<file path="src/rtl/fetch_sequencer.sv">
// Instruction fetch front end: owns the fetch PC, keeps one request outstanding
// to instruction memory, buffers returned words toward decode and applies
// branch redirects (discarding stale responses and flushing the buffer).
module fetch_sequencer #(
    parameter int              XLEN     = 64,
    parameter logic [XLEN-1:0] RESET_PC = '0,
    parameter int              DEPTH    = 2
) (
    input  logic            clk,
    input  logic            rst_n,
    input  logic            branch_en_i,
    input  logic [XLEN-1:0] branch_pc_i,
    output logic            imem_req_o,
    output logic [XLEN-1:0] imem_addr_o,
    input  logic            imem_ack_i,
    input  logic [31:0]     imem_rdata_i,
    output logic            if_valid_o,
    input  logic            if_ready_i,
    output logic [31:0]     if_instr_o,
    output logic [XLEN-1:0] if_pc_o,
    output logic            fetch_misalign_o
);

    // state | meaning
    // IDLE  | no request live; issue next cycle if the buffer has room
    // WAIT  | request live, response will be pushed into the buffer
    // DROP  | request live, response belongs to a redirected-away path
    // HALT  | misaligned redirect seen, fetch stopped until reset
    typedef enum logic [1:0] {
        S_IDLE = 2'd0,
        S_WAIT = 2'd1,
        S_DROP = 2'd2,
        S_HALT = 2'd3
    } state_t;

    localparam int PW = (DEPTH > 1) ? $clog2(DEPTH) : 1;
    localparam int CW = $clog2(DEPTH + 1);

    state_t          state_q, state_d;
    logic [XLEN-1:0] pc_q, pc_d;
    logic [XLEN-1:0] addr_q, addr_d;
    logic            misalign_q, misalign_d;

    logic [31:0]     buf_instr_q [DEPTH];
    logic [XLEN-1:0] buf_pc_q    [DEPTH];
    logic [PW-1:0]   wr_ptr_q, rd_ptr_q;
    logic [CW-1:0]   count_q;
    logic [31:0]     last_instr_q;
    logic [XLEN-1:0] last_pc_q;

    logic            push;
    logic            pop;
    logic            misaligned_br;
    logic [CW-1:0]   count_after_pop;

    assign pop             = (count_q != '0) && if_ready_i;
    assign count_after_pop = count_q - CW'(pop);
    assign misaligned_br   = branch_en_i && (branch_pc_i[1:0] != 2'b00);
    assign misalign_d      = misalign_q || misaligned_br;

    // Next-state, PC and request address; a redirect always wins over a push.
    always_comb begin
        state_d = state_q;
        pc_d    = pc_q;
        addr_d  = addr_q;
        push    = 1'b0;
        case (state_q)
            S_IDLE: begin
                if (branch_en_i) begin
                    pc_d = branch_pc_i;
                end else if (count_after_pop < CW'(DEPTH)) begin
                    state_d = S_WAIT;
                    addr_d  = pc_q;
                end
            end
            S_WAIT: begin
                if (branch_en_i) begin
                    pc_d    = branch_pc_i;
                    state_d = imem_ack_i ? S_IDLE : S_DROP;
                end else if (imem_ack_i) begin
                    push    = 1'b1;
                    pc_d    = pc_q + XLEN'(4);
                    state_d = S_IDLE;
                end
            end
            S_DROP: begin
                if (branch_en_i) begin
                    pc_d = branch_pc_i;
                end
                if (imem_ack_i) begin
                    state_d = S_IDLE;
                end
            end
            S_HALT: begin
                if (branch_en_i) begin
                    pc_d = branch_pc_i;
                end
            end
            default: state_d = S_IDLE;
        endcase
        // A pending misalignment parks the sequencer once no request is live.
        if (misalign_d && (state_d == S_IDLE)) begin
            state_d = S_HALT;
        end
    end

    // Control state register.
    always_ff @(posedge clk or negedge rst_n) begin
        if (!rst_n) begin
            state_q    <= S_IDLE;
            pc_q       <= RESET_PC;
            addr_q     <= RESET_PC;
            misalign_q <= 1'b0;
        end else begin
            state_q    <= state_d;
            pc_q       <= pc_d;
            addr_q     <= addr_d;
            misalign_q <= misalign_d;
        end
    end

    // Instruction buffer; a redirect empties it regardless of push/pop.
    always_ff @(posedge clk or negedge rst_n) begin
        if (!rst_n) begin
            wr_ptr_q <= '0;
            rd_ptr_q <= '0;
            count_q  <= '0;
            for (int i = 0; i < DEPTH; i++) begin
                buf_instr_q[i] <= '0;
                buf_pc_q[i]    <= '0;
            end
        end else if (branch_en_i) begin
            wr_ptr_q <= '0;
            rd_ptr_q <= '0;
            count_q  <= '0;
        end else begin
            if (push) begin
                buf_instr_q[wr_ptr_q] <= imem_rdata_i;
                buf_pc_q[wr_ptr_q]    <= pc_q;
                wr_ptr_q              <= wr_ptr_q + PW'(1);
            end
            if (pop) begin
                rd_ptr_q <= rd_ptr_q + PW'(1);
            end
            count_q <= count_q + CW'(push) - CW'(pop);
        end
    end

    // Remember the last head shown so the outputs hold while the buffer is empty.
    always_ff @(posedge clk or negedge rst_n) begin
        if (!rst_n) begin
            last_instr_q <= '0;
            last_pc_q    <= '0;
        end else if (count_q != '0) begin
            last_instr_q <= buf_instr_q[rd_ptr_q];
            last_pc_q    <= buf_pc_q[rd_ptr_q];
        end
    end

    assign imem_req_o       = (state_q == S_WAIT) || (state_q == S_DROP);
    assign imem_addr_o      = addr_q;
    assign if_valid_o       = (count_q != '0);
    assign if_instr_o       = if_valid_o ? buf_instr_q[rd_ptr_q] : last_instr_q;
    assign if_pc_o          = if_valid_o ? buf_pc_q[rd_ptr_q] : last_pc_q;
    assign fetch_misalign_o = misalign_q;

endmodule
</file>
<file path="config.mk">
export PLATFORM = sky130hd
export DESIGN_NAME = fetch_sequencer
export DESIGN_NICKNAME = d
export VERILOG_FILES = /design/src/rtl/fetch_sequencer.sv
export SDC_FILE = /design/constraint.sdc
export NUM_CORES = 1
export LEC_CHECK = 0
export BUFFER_PORTS_ARGS = -buffer_cell sky130_fd_sc_hd__buf_2
export CAP_MARGIN = 20
export CORE_UTILIZATION = 45
export CTS_CLUSTER_SIZE = 28
export DETAILED_ROUTE_END_ITERATION = 7
export PLACE_DENSITY = 0.68
export SLEW_MARGIN = 40
export SYNTH_ARGS = -nofsm -noshare
export SYNTH_HDL_FRONTEND = slang
export SYNTH_SLANG_ARGS = --single-unit
</file>
<file path="constraint.sdc">
create_clock -name clk -period 2.6 [get_ports clk]
set_input_delay 0.26 -clock clk [delete_from_list [all_inputs] [get_ports clk]]
set_output_delay 0.26 -clock clk [all_outputs]
set_load 0.05 [all_outputs]
</file>
==> out/qor.txt <==
Setup ws final = 94.50 ps
Antenna-violating nets left = 0
Total power = 31.28 mW
Post-DP HPWL = 32.59 mm
Seq cells post-synth = 423
Setup_tns = 0 ps
First-pass GRT wire length = 77.27 mm
Post-synthesis adder-cell area fraction = 0.4779%
Critical path capture point type = primary output
Hold path startpoint = branch_pc_i[55]
Placed cells = 2261
H-tree Lvls = 2
Hold/Removal Path Class = input pin to register
Reg2reg start = state_q[1]
Area after DPL = 20740 µm²
Largest fanout on the critical path = 28
Post-Route WL = 49.23 mm
Mapped cell area = 18330 µm²
Worst VDD drop = 0.0009674 V
Mux cell area share after synthesis = 21.43%
Worst-Skew Late Latency = 560 ps
Area growth syn-to-layout = 26.90%
Synth area leader = dfrtp_1
Synth area leaders = dfrtp_1, mux2_2, mux2i_1
Final worst path period share = 96.37%
Maximum Capacitance Violations = 0
WHS Endpoint = pc_q[55]
Slew Limit Fails = 0
Vias in the first global route = 13640
Number of flops mapped to enable cells by yosys = 0
RR Endpoint = pc_q[55]
CTS tree = built
Core area = 39910 µm²
Clk buf depth = 3
DIE AREA = 41540 µm²
Number of port buffers = 263
Ratio of cells with drive above 1 in the final layout = 37.13%
Number of CTS-inserted buffers = 45
Mean post-synth cell area = 12.12 µm²
Ys async rst share = 100.0%
P_leak = 10.36 nW
Cells after Synth = 1512
Worst-path clk slew = 60 ps
Relative slew slack = 55.53%
Via density = 5.507
Pwr dens = 1345 nW/µm²
CP Class = register to primary output
Compound-Gate Fraction of Synth Area = 5.462%
Wire per inst = 20.16 µm
Count leader, synth = dfrtp_1
Num ports = 264
Post-synthesis sequential area ratio = 57.76%
Placement Rows = 73
Die Span Y = 203.8 µm
Total number of vias = 13450
Least-Margin Pin Slew = 661.0 ps
Starting density of the core = 45.91%
Worst Skew = 14.92 ps
Fill cell count = 3247
WP data required = 2340 ps
R2R depth = 7
Largest net degree at the start of global routing = 88
# DRC = 0
Final setup fails = 0
CTS root buf = clkbuf_16
Register Area = 10590 µm²
Initial antenna violation count = 1
R2r setup slk = 130 ps
Final net count = 1991
Hold Path Stages = 3
Die width = 203.8 µm
GRT Total Usage = 24.09%
Pre-CTS setup slack = 140.0 ps
Hold_ws = 33.99 ps
Starting DRC count in detailed routing = 909
Ys flop type = dfrtp_1
Final Hold Viols = 0
Status = finished clean
Synth Area in Simple Gates = 10.35%
Min Tclk post-route = 2505 ps
Final core utilization = 58.26%
Largest family of logic cells by synthesized area = multiplexers
Critical Path Start Type = register
Fmax = 399.1 MHz
# clock sinks = 423
Routability cong. = 0.8554
Arr. time, crit path = 2250 ps
Net Count, Synth = 1620
Yosys top cell area share = 57.76%
Multi-input logic area = 7385 µm²
Non-filler cells, final = 2442
Ys Warns = 0
Drt first pass iters = 5
Grt total ovfl = 0
Xor/xnor share of the synthesized area = 1.864%
Synth unique cells = 49
Most common library cells after synthesis = dfrtp_1, mux2_2, nor2_1, a21oi_1, mux2i_1
Finished Cell Area = 23260 µm²
Unrepaired setup endpoints after global routing = no
## critical path, stage by stage, from the launching register on
cell and delay, ps:
dfrtp_4 630, buf_12 280, mux2i_1 140, a21oi_1 280, buf_2 320
## logic make-up after synthesis
group	count (synthesis)
AOI/OAI and AO/OA	182
xor gates and xnor gates	39
adders and majority gates	7
buffers and inverters	121
DFF	423
muxes	360
and+or+nand+nor	380
## power breakdown
group / total [mW] / leakage [nW] / internal, mW / switching, mW
Combinational: 14.3 / 4.41 / 4.22 / 10.1
Clock: 6.38 / 0.729 / 3.80 / 2.59
Sequential: 10.6 / 5.22 / 9.24 / 1.33
Total: 31.3 / 10.4 / 17.3 / 14.0
## per-layer routing
metal | routed length (µm) | GRT usage [%] | vias to the layer above
met5 | 0 | 0 | -
met4 | 1383 | 9.291 | 0
met1 | 21300 | 32.51 | 6844
li1 | - | - | 6126
met3 | 2608 | 3.452 | 87
met2 | 23940 | 39.26 | 391
## registers in the layout, summed over array words and instances (netlist names)
register and count:
rd_ptr_q 1, last_pc_q 64, fetch_misalign_o 1, state_q 2, buf_pc_q 128, last_instr_q 32, count_q 2, wr_ptr_q 1
imem_addr_o 64, pc_q 64, buf_instr_q 64
## cells in the final DEF, fill, tap and decap left out, types with 3 or more instances in the layout
cell type        n
mux2i_1        101
dfrtp_1        422
or4_4            3
nand2b_1         3
and3_1          11
bufinv_16        4
buf_2          261
mux2_2         259
xnor2_1         23
a22oi_1          4
o21ai_0         50
nand4_1         37
or4_1            9
clkbuf_16       45
dlygate4sd3_1   94
a21oi_2         24
a21oi_1         77
buf_4           59
ha_1             6
nand2_1         78
nor3_1          18
nor2_1         125
xor2_1          16
nor2b_1         10
inv_1            8
clkbuf_8         8
or3_1            8
buf_12          19
nor4_1          25
clkbuf_1         8
clkinv_2        12
nand3_1         26
and4_1          10
a31oi_1          9
and2_1           4
a221o_1          6
## worst max path at each step
stage / end / slack, ps / cells after the start / from
final: if_pc_o[8] / 90 / 4 / rd_ptr_q
after floorplan: if_pc_o[58] / -20 / 5 / rd_ptr_q
after detailed placement: pc_q[55] / 140 / 7 / state_q[1]
after global placement: pc_q[51] / 240 / 7 / state_q[1]
after CTS: if_pc_o[8] / 60 / 4 / rd_ptr_q
after global routing: pc_q[52] / 4 / 5 / pc_q[31]
## timing repair
| action | 4_1_cts | 5_1_grt |
|---|---|---|
| setup buffers | 4 | 0 |
| endpoints found under the hold margin | 200 | 0 |
| hold buffers | 94 | 0 |
| pin swaps | 1 | 0 |
| endpoints found under the setup margin | 82 | 2 |
| resized for setup | 0 | 2 |
| cloned | 1 | 0 |
## final cells by class
type                    instances  area share [%]
clock buffers                  61           5.445
diodes                          2         0.02152
multi-input cells             969           31.75
repair buffers                436           13.45
inverters                       8          0.1291
well taps                     525           2.825
clock inverters                18          0.8447
flip-flops and latches        423           45.53
(Power assumes the default switching activity.)
